`src/rtl/mult_issue_ctrl.sv`:
```
// Issue/sequencing front end for the radix-4 Booth multiplier: latches operands, clears the
// unit, waits for ready (or a watchdog abort) and registers the result with a one-cycle strobe.
module mult_issue_ctrl #(
   parameter int unsigned TIMEOUT = 20
) (
   input  logic        clock,
   input  logic        reset,
   input  logic        ctl_MULT,
   input  logic [31:0] data_operandA,
   input  logic [31:0] data_operandB,
   output logic [31:0] mult_multiplicand,
   output logic [31:0] mult_multiplier,
   output logic        mult_reset,
   input  logic [31:0] mult_result,
   input  logic        mult_overflow,
   input  logic        mult_ready,
   output logic [31:0] data_result,
   output logic        data_exception,
   output logic        data_resultRDY,
   output logic        busy
);

   // Encoding puts CLEAR and RUN on state[1] so busy is a single flop output.
   typedef enum logic [1:0] {
      S_IDLE  = 2'b00,
      S_DONE  = 2'b01,
      S_CLEAR = 2'b10,
      S_RUN   = 2'b11
   } state_t;

   localparam logic [4:0] WD_LIMIT = 5'(TIMEOUT - 1);

   state_t      state, state_nxt;
   logic [4:0]  wd, wd_nxt;
   logic        post_rst;
   logic        zero_op;
   logic        capture;
   logic [31:0] res_nxt;
   logic        exc_nxt;

   assign zero_op = (data_operandA == 32'd0) || (data_operandB == 32'd0);

   always_comb begin
      // NOTE: every signal gets a default first so no path leaves one unassigned (no latches).
      state_nxt = state;
      wd_nxt    = wd;
      capture   = 1'b0;
      res_nxt   = data_result;
      exc_nxt   = data_exception;

      unique case (state)
         S_CLEAR: wd_nxt = 5'd0;
         S_RUN:   if (wd != 5'd31) wd_nxt = wd + 5'd1;
         default: ;
      endcase

      if (ctl_MULT) begin
         // A request in any state restarts; the aborted operation never strobes.
         if (zero_op) begin
            state_nxt = S_DONE;
            capture   = 1'b1;
            res_nxt   = 32'd0;
            exc_nxt   = 1'b0;
         end else begin
            state_nxt = S_CLEAR;
         end
      end else begin
         unique case (state)
            S_IDLE:  state_nxt = S_IDLE;
            S_CLEAR: state_nxt = S_RUN;
            S_RUN: begin
               if (mult_ready) begin
                  state_nxt = S_DONE;
                  capture   = 1'b1;
                  res_nxt   = mult_result;
                  exc_nxt   = mult_overflow;
               end else if (wd == WD_LIMIT) begin
                  state_nxt = S_DONE;
                  capture   = 1'b1;
                  res_nxt   = 32'd0;
                  exc_nxt   = 1'b1;
               end
            end
            S_DONE:  state_nxt = S_IDLE;
            default: state_nxt = S_IDLE;
         endcase
      end
   end

   always_ff @(posedge clock) begin
      // NOTE: non-blocking assignments so every flop samples pre-edge values.
      if (!reset) begin
         state             <= S_IDLE;
         wd                <= 5'd0;
         post_rst          <= 1'b1;
         mult_multiplicand <= 32'd0;
         mult_multiplier   <= 32'd0;
         data_result       <= 32'd0;
         data_exception    <= 1'b0;
         data_resultRDY    <= 1'b0;
      end else begin
         state          <= state_nxt;
         wd             <= wd_nxt;
         post_rst       <= 1'b0;
         data_resultRDY <= (state_nxt == S_DONE);
         if (ctl_MULT) begin
            mult_multiplicand <= data_operandA;
            mult_multiplier   <= data_operandB;
         end
         if (capture) begin
            data_result    <= res_nxt;
            data_exception <= exc_nxt;
         end
      end
   end

   // The cycle after reset also clears the multiplier.
   assign mult_reset = (state == S_CLEAR) || post_rst;
   assign busy       = state[1];

endmodule

```
`config.mk`:
```
export PLATFORM = sky130hd
export DESIGN_NAME = mult_issue_ctrl
export DESIGN_NICKNAME = d
export VERILOG_FILES = /design/src/rtl/mult_issue_ctrl.sv
export SDC_FILE = /design/constraint.sdc
export NUM_CORES = 1
export LEC_CHECK = 0
export CAP_MARGIN = 10
export CORE_AREA = 5 5 131 102
export DETAILED_ROUTE_END_ITERATION = 6
export DIE_AREA = 0 0 136 107
export PLACE_DENSITY_LB_ADDON = 0.12
export SETUP_SLACK_MARGIN = 0.4
export SYNTH_ARGS = -nofsm -noshare
export SYNTH_HDL_FRONTEND = slang
export SYNTH_SLANG_ARGS = --single-unit
```
`constraint.sdc`:
```
create_clock -name clock -period 1.8 [get_ports clock]
set_clock_uncertainty 0.15 [all_clocks]
set_input_delay 0.54 -clock clock [delete_from_list [all_inputs] [get_ports clock]]
set_output_delay 0.54 -clock clock [all_outputs]
set_load 0.02 [all_outputs]
```
==> run_results.csv, run 1 <==
group,metric,value,unit
status,status,"finished with violations",
status,failed_checks,"setup timing",
sta,rsz0062_at_grt,"yes",
power_and_ir_drop,power.share.sequential,45.7,%
global_routing,overflow,0,
layout,area_delta_synth_final,84.9,%
drt,drt_iter0_drc,186,
drt,drtAntennaViolNets,0,
drt,post_drt_wl_per_cell,18.4,um
clock_network,worst_setup_hold_path_clk_slew,70,ps
floorplan,effective_utilization_at_floorplan,36.8,%
floorplan,die_width,136,um
hold_path,hold_path_depth,3,
worst_setup_path,crit_path_end,"data_result[11]",
worst_setup_path,required,1880,ps
clock_network,cts_max_path_buffers,2,
global_routing,maximum_number_of_pins_on_one_net_before_global_route_repair,36,
logic_synthesis,yosysMostFrequentCell,"sky130_fd_sc_hd__dfxtp_1",
logic_synthesis,cell_area_after_technology_mapping,4400,um^2
logic_synthesis,synth_top_family_by_area,"compound AO/OA/AOI/OAI gates",
flow_run,drv.max_cap_violation_count,0,
layout,post-route-cell-area,8140,um^2
drt,1st_pass_router_iterations,4,
logic_synthesis,synth_cells,464,
logic_synthesis,synth-compound-area-share,16.6,%
global_routing,first_global_vias,4761,
logic_synthesis,synth_area_leaders,"sky130_fd_sc_hd__dfxtp_1 48%, sky130_fd_sc_hd__mux2i_1 15%, sky130_fd_sc_hd__o21ai_0 7.0%, sky130_fd_sc_hd__a32oi_1 6.2%, sky130_fd_sc_hd__nor2_1 6.0%",
drt,detail_route.wirelength,16100,um
worst_setup_path,setup.worst_path.end_class,"register",
power_and_ir_drop,power.net_switching,1.41,mW
worst_setup_path,rrSetupSlack,130,ps
clock_network,clock-root-buffer,"sky130_fd_sc_hd__clkbuf_16",
worst_setup_path,worst_setup_path_type,"in -> reg",
logic_synthesis,synthesis.area_per_instance,9.49,um^2
worst_setup_path,cpLargestDelayFamily,"buffers and inverters",
sta,worst_slack,-104,ps
logic_synthesis,ys.warnings.count,0,
placed_design,dp.final_hpwl,10300,um
worst_setup_path,timing.critical_path.from_type,"primary input",
layout,post-route-util,68.1,%
power_and_ir_drop,static-leakage-power,3.44,nW
logic_synthesis,synth-edff-count,0,
logic_synthesis,synth_top_cell_by_area,"sky130_fd_sc_hd__dfxtp_1",
sta,setup_viol,24,
worst_setup_path,cp_slowest_cell,"sky130_fd_sc_hd__o21ai_4",
sta,fin_tns_setup,-1150,ps
logic_synthesis,synthArstFlopShare,0,%
worst_setup_path,critical_path.cell_chain,"buf_6 -> nor4_2 -> buf_4 -> nand4_1 -> o21ai_4 -> buf_6 -> buf_12 -> buf_12 -> buf_16 -> o21ai_1",
logic_synthesis,synth_flop_cell,"sky130_fd_sc_hd__dfxtp_1",
worst_setup_path,worst_path_bufs_invs,6,
logic_synthesis,synth.ff_latch_count,106,
sta,final.min_clock_period,1900,ps
global_routing,gr-usage-all-layers,21.3,%
drt,vias,4559,
logic_synthesis,synth_largest_type_area_fraction,48.2,%
layout,antenna_cells,0,
power_and_ir_drop,switching_share,25.5,%
sta,max_freq,525,MHz
worst_setup_path,timing.critical_path.fanout_max,5,
placed_design,total_placed_instance_area,6970,um^2
power_and_ir_drop,pwr-share-clk,35.4,%
logic_synthesis,synth_common_cells,"106 x sky130_fd_sc_hd__dfxtp_1, 70 x sky130_fd_sc_hd__nor2_1, 65 x sky130_fd_sc_hd__mux2i_1",
worst_setup_path,critPathArrivalTime,1980,ps
sta,worstMarginPinSlew,406,ps
drt,remaining_drc_errors,0,
worst_setup_path,worst_r2r_startpoint,"wd[0]",
clock_network,cts_sinks,106,
logic_synthesis,xor_and_xnor_fraction_of_the_mapped_netlist_area,0,%
worst_setup_path,timing.critical_path.slowest_cell_delay,260,ps
floorplan,top_level_ports,201,
clock_network,cts-buffers-inserted,9,
drt,via_per_inst,5.22,
sta,fin_crit_sh,106,%
logic_synthesis,yosysSeqAreaShare,48.2,%
sta,max_slew_margin,72.2,%
sta,final-max-slew-violation-count,0,
worst_setup_path,worst_setup_path_startpoint,"data_operandA[16]",
clock_network,tritoncts,"built",
worst_setup_path,depth_of_the_worst_register_to_register_path,6,
power_and_ir_drop,power-per-cell-area,680,nW/um^2
worst_setup_path,timing.rr.end,"data_result[4]",
power_and_ir_drop,cell_internal_power,4.13,mW
logic_synthesis,yosysUniqueCellTypes,39,
layout,num-nets-final,807,
power_and_ir_drop,power.ir.vdd_worst,400,uV
floorplan,chipHeight,107,um
logic_synthesis,synth_simple_gate_area_share,15.7,%
clock_network,clk_latency,340,ps
floorplan,design.die.area,14600,um^2
logic_synthesis,yosys-mux-area-fraction,14.8,%
global_routing,grt_antenna_before_repair,0,
placed_design,place.gp.congestion,0.775,
power_and_ir_drop,power.share.combinational,18.9,%
layout,drive_gt1_share,50.6,%
global_routing,grt_first_pass_wirelength,24900,um
sta,final_hold_violation_count,0,
worst_setup_path,crit_cells,10,
hold_path,holdCritPathClass,"in -> reg",
floorplan,num_rows,35,
clock_network,cts_max_level,3,
floorplan,placeableCoreArea,12000,um^2
logic_synthesis,synth-adder-area-share,0.569,%
logic_synthesis,synthesis.nets,567,
placed_design,place.port_buffers,200,
[flip-flops by register name, summed over array words and instances (netlist names)]
register           count
state                  2
data_result           32
post_rst               1
wd                     5
mult_multiplier       32
data_resultRDY         1
mult_multiplicand     32
data_exception         1
[final cells by class]
type / count / area, um^2
timing repair buffer: 266 / 2900
fill: 936 / 3820
multi-input combinational: 317 / 2470
clock inverter: 4 / 53.8
inverter: 4 / 15.0
tap: 166 / 208
sequential: 106 / 2250
clock buffer: 10 / 239
[how the worst min path moves through the flow]
stage,start,to
global placement,mult_multiplier[29],mult_multiplier[29]
finish,data_operandA[16],mult_multiplicand[16]
detailed placement,mult_multiplier[31],mult_multiplier[31]
global route,data_operandA[16],mult_multiplicand[16]
CTS,data_operandA[17],mult_multiplicand[17]
floorplan,wd[0],wd[0]
[power by group through the flow]
stage               combinational, mW  sequential [mW]  clock, mW
global route                     1.11             2.54       2.10
finish                           1.04             2.53       1.96
floorplan                       0.275             2.66          0
global placement                0.925             2.54          0
detailed placement              0.937             2.55          0
CTS                              1.02             2.53       2.01
[kinds of logic after synthesis]
group           Yosys count
fa+ha+maj                 2
flops                   106
mux                      65
simple gates            139
compound gates          111
buf+inv                  41
[tightest hold or removal path, cell delays in order]
cell,delay [ps]
sky130_fd_sc_hd__buf_6,70
sky130_fd_sc_hd__mux2i_1,60
sky130_fd_sc_hd__nor2_1,70
[cell usage in the layout, fill, tap and decap left out, types with 4 or more instances in the layout]
cell type                         count
sky130_fd_sc_hd__buf_6              108
sky130_fd_sc_hd__dfxtp_2            101
sky130_fd_sc_hd__nor2_1              68
sky130_fd_sc_hd__mux2i_1             65
sky130_fd_sc_hd__buf_4               37
sky130_fd_sc_hd__clkdlybuf4s50_1     34
sky130_fd_sc_hd__and2_1              31
sky130_fd_sc_hd__o21ai_1             30
sky130_fd_sc_hd__a32oi_1             29
sky130_fd_sc_hd__dlygate4sd2_1       27
sky130_fd_sc_hd__o21ai_0             18
sky130_fd_sc_hd__clkdlybuf4s15_1     16
sky130_fd_sc_hd__o21ai_2             13
sky130_fd_sc_hd__buf_12              13
sky130_fd_sc_hd__clkbuf_16           11
sky130_fd_sc_hd__buf_2               11
sky130_fd_sc_hd__nor4_4              10
sky130_fd_sc_hd__buf_16               8
sky130_fd_sc_hd__nor4_2               6
sky130_fd_sc_hd__nand4_1              6
sky130_fd_sc_hd__dfxtp_1              5
sky130_fd_sc_hd__clkbuf_2             5
sky130_fd_sc_hd__clkdlybuf4s15_2      4
[routing by layer]
layer / GRT usage (%) / up-vias / share of wire [%]
li1: - / 2180 / -
met1: 26.2 / 2175 / 41
met2: 35.7 / 179 / 49
met3: 6.52 / 25 / 8.8
met4: 6.40 / 0 / 1.8
met5: 0 / - / 0
[timing repair]
action	in CTS	in global routing
setup buffers	16	3
setup endpoints to repair	206	164
cloned	8	2
hold buffers	0	0
gates resized for setup	892	35
pin swaps	47	18
[through the flow]
step	total power, mW	std cells	hold slack (ps)	setup WS (ps)
global route	5.75	873	310	-140
floorplan	2.93	464	363	62.9
CTS	5.56	868	285	-125
global placement	3.47	830	321	-702
detailed placement	3.48	830	329	-721
finish	5.54	873	277	-104
No activity file was read; power rests on OpenSTA's default activity.
==> run 2, diff against run 1 <==
- CELL_PAD_IN_SITES_DETAIL_PLACEMENT: default -> 0
- CELL_PAD_IN_SITES_GLOBAL_PLACEMENT: default -> 2
- CORE_AREA: 5 5 131 102 -> 5 5 174 134
- DIE_AREA: 0 0 136 107 -> 0 0 179 139
==> run_results.csv, run 2 (synthesis gave the netlist of run 1 again) <==
group,metric,value,unit
worst_setup_path,depth_of_the_worst_register_to_register_path,7,
worst_setup_path,rrSetupSlack,30,ps
drt,vias,4570,
clock_network,clk_latency,340,ps
floorplan,design.die.area,24900,um^2
layout,num-nets-final,823,
layout,multi_input_area,2480,um^2
sta,worst_slack,-158,ps
global_routing,grt_antenna_before_repair,0,
floorplan,chipHeight,139,um
worst_setup_path,cp_slowest_cell,"sky130_fd_sc_hd__nand4_1",
sta,setup_viol,37,
worst_setup_path,timing.rr.end,"data_result[24]",
hold_path,hold_path_depth,3,
floorplan,die_width,179,um
sta,final-max-slew-violation-count,0,
worst_setup_path,worst_r2r_startpoint,"state[1]",
hold_path,hold_path_startpoint,"data_operandA[30]",
sta,rsz0062_at_grt,"yes",
sta,max_freq,511,MHz
placed_design,dp.final_hpwl,11500,um
clock_network,tritoncts,"built",
flow_run,drv.max_cap_violation_count,0,
worst_setup_path,critPathArrivalTime,2040,ps
clock_network,cts_sinks,106,
layout,final.fill_count,2162,
sta,final.min_clock_period,1960,ps
floorplan,placeableCoreArea,21600,um^2
clock_network,cts_hold_buffers,0,
power_and_ir_drop,fin_total_pwr,5.77,mW
layout,drive_gt1_share,53.3,%
floorplan,top_level_ports,201,
worst_setup_path,worst_setup_path_type,"in -> reg",
global_routing,overflow,0,
layout,most_frequent_cells_in_the_layout,"113 x sky130_fd_sc_hd__buf_6, 99 x sky130_fd_sc_hd__dfxtp_2, 68 x sky130_fd_sc_hd__nor2_1",
worst_setup_path,timing.critical_path.from_type,"primary input",
hold_path,holdPathEnd,"mult_multiplicand[30]",
sta,worstMarginPinSlew,490,ps
sta,fin_tns_setup,-2880,ps
layout,layout_top_registers,"data_result x32, mult_multiplicand x32, mult_multiplier x32",
global_routing,gr-usage-all-layers,14.0,%
layout,layout.cells.most_common,"sky130_fd_sc_hd__buf_6",
worst_setup_path,cp_common_cell,"sky130_fd_sc_hd__buf_12",
global_routing,maximum_number_of_pins_on_one_net_before_global_route_repair,36,
drt,post_drt_wl_per_cell,17.5,um
worst_setup_path,setup.worst_path.end_class,"register",
worst_setup_path,required,1880,ps
layout,area_delta_synth_final,92.7,%
layout,post-route-util,39.3,%
drt,drtAntennaViolNets,0,
clock_network,cts_max_level,3,
drt,detail_route.wirelength,17900,um
sta,max_slew_margin,66.5,%
floorplan,num_rows,47,
layout,post-route-cell-area,8480,um^2
worst_setup_path,timing.critical_path.fanout_max,5,
power_and_ir_drop,static-leakage-power,3.56,nW
worst_setup_path,critical_path.cell_chain,"clkdlybuf4s15_2 -> nor4_2 -> nand4_1 -> o21ai_4 -> buf_6 -> buf_12 -> buf_12 -> buf_12 -> buf_16 -> o21ai_2",
floorplan,effective_utilization_at_floorplan,20.4,%
global_routing,grt_first_pass_wirelength,27400,um
placed_design,place.gp.congestion,0.740,
layout,antenna_cells,0,
drt,1st_pass_router_iterations,4,
power_and_ir_drop,power-per-cell-area,680,nW/um^2
clock_network,cts-buffers-inserted,9,
sta,fin_crit_sh,109,%
sta,final_hold_violation_count,0,
clock_network,worst_setup_hold_path_clk_slew,70,ps
clock_network,cts_max_path_buffers,2,
status,status,"finished with violations",
layout,ff_latch_area,2250,um^2
drt,remaining_drc_errors,0,
worst_setup_path,timing.critical_path.slowest_cell_delay,260,ps
placed_design,total_placed_instance_area,7220,um^2
drt,drt_iter0_drc,237,
global_routing,first_global_vias,4667,
placed_design,place.port_buffers,200,
power_and_ir_drop,power.ir.vdd_worst,391,uV
status,failed_checks,"setup timing",
clock_network,clock-root-buffer,"sky130_fd_sc_hd__clkbuf_16",
drt,via_per_inst,4.49,
hold_path,holdCritPathClass,"in -> reg",
run 2: power breakdown:
| group | leakage, nW | internal, mW | total, mW | switching, mW |
|---|---|---|---|---|
| Clock | 0.152 | 1.25 | 2.17 | 0.911 |
| Sequential | 0.909 | 2.46 | 2.53 | 0.0695 |
| Combinational | 2.50 | 0.582 | 1.07 | 0.492 |
run 2: through the flow:
stage               hold slack (ps)  worst slack, ps  instances
floorplan                       363             62.9        464
global placement                322             -730        970
CTS                             262             -144       1010
detailed placement              330             -751        970
finish                          281             -158       1018
global route                    264             -226       1018
run 2: layer usage:
layer	vias up	part of all wire (%)	track usage, %
li1	2201	-	-
met1	2197	48	20.0
met2	155	42	19.6
met3	17	8.5	5.18
met4	0	1.6	3.92
met5	-	0	0
run 2: area by class of cell:
type | count | area share, %
clock buffers | 11 | 2.86
repair buffers | 282 | 35.9
inverters | 4 | 0.177
flip-flops and latches | 106 | 26.6
multi-input cells | 317 | 29.3
clock inverters | 4 | 0.900
well taps | 294 | 4.34
run 2: timing repair:
item	4_1_cts	5_1_grt
gates resized for setup	889	48
endpoints found under the setup margin	206	168
cloned	11	0
buffers inserted	14	8
pin swaps	34	24
run 2: worst max path at each step:
stage	end	slack (ps)	depth (start not counted)	start
2_1_floorplan	data_result[30]	60	5	data_operandA[3]
3_3_place_gp	state[0]	-730	6	data_operandA[31]
3_5_place_dp	state[0]	-750	7	data_operandA[23]
4_1_cts	data_result[16]	-140	11	data_operandA[30]
5_1_grt	data_result[15]	-230	10	data_operandA[0]
6_report	data_result[14]	-160	10	data_operandA[9]
run 2: critical path, delay by kind of cell:
kind | cells | cell delay (ps)
buf+inv | 6 | 740
simple gates | 2 | 460
compound gates | 2 | 290
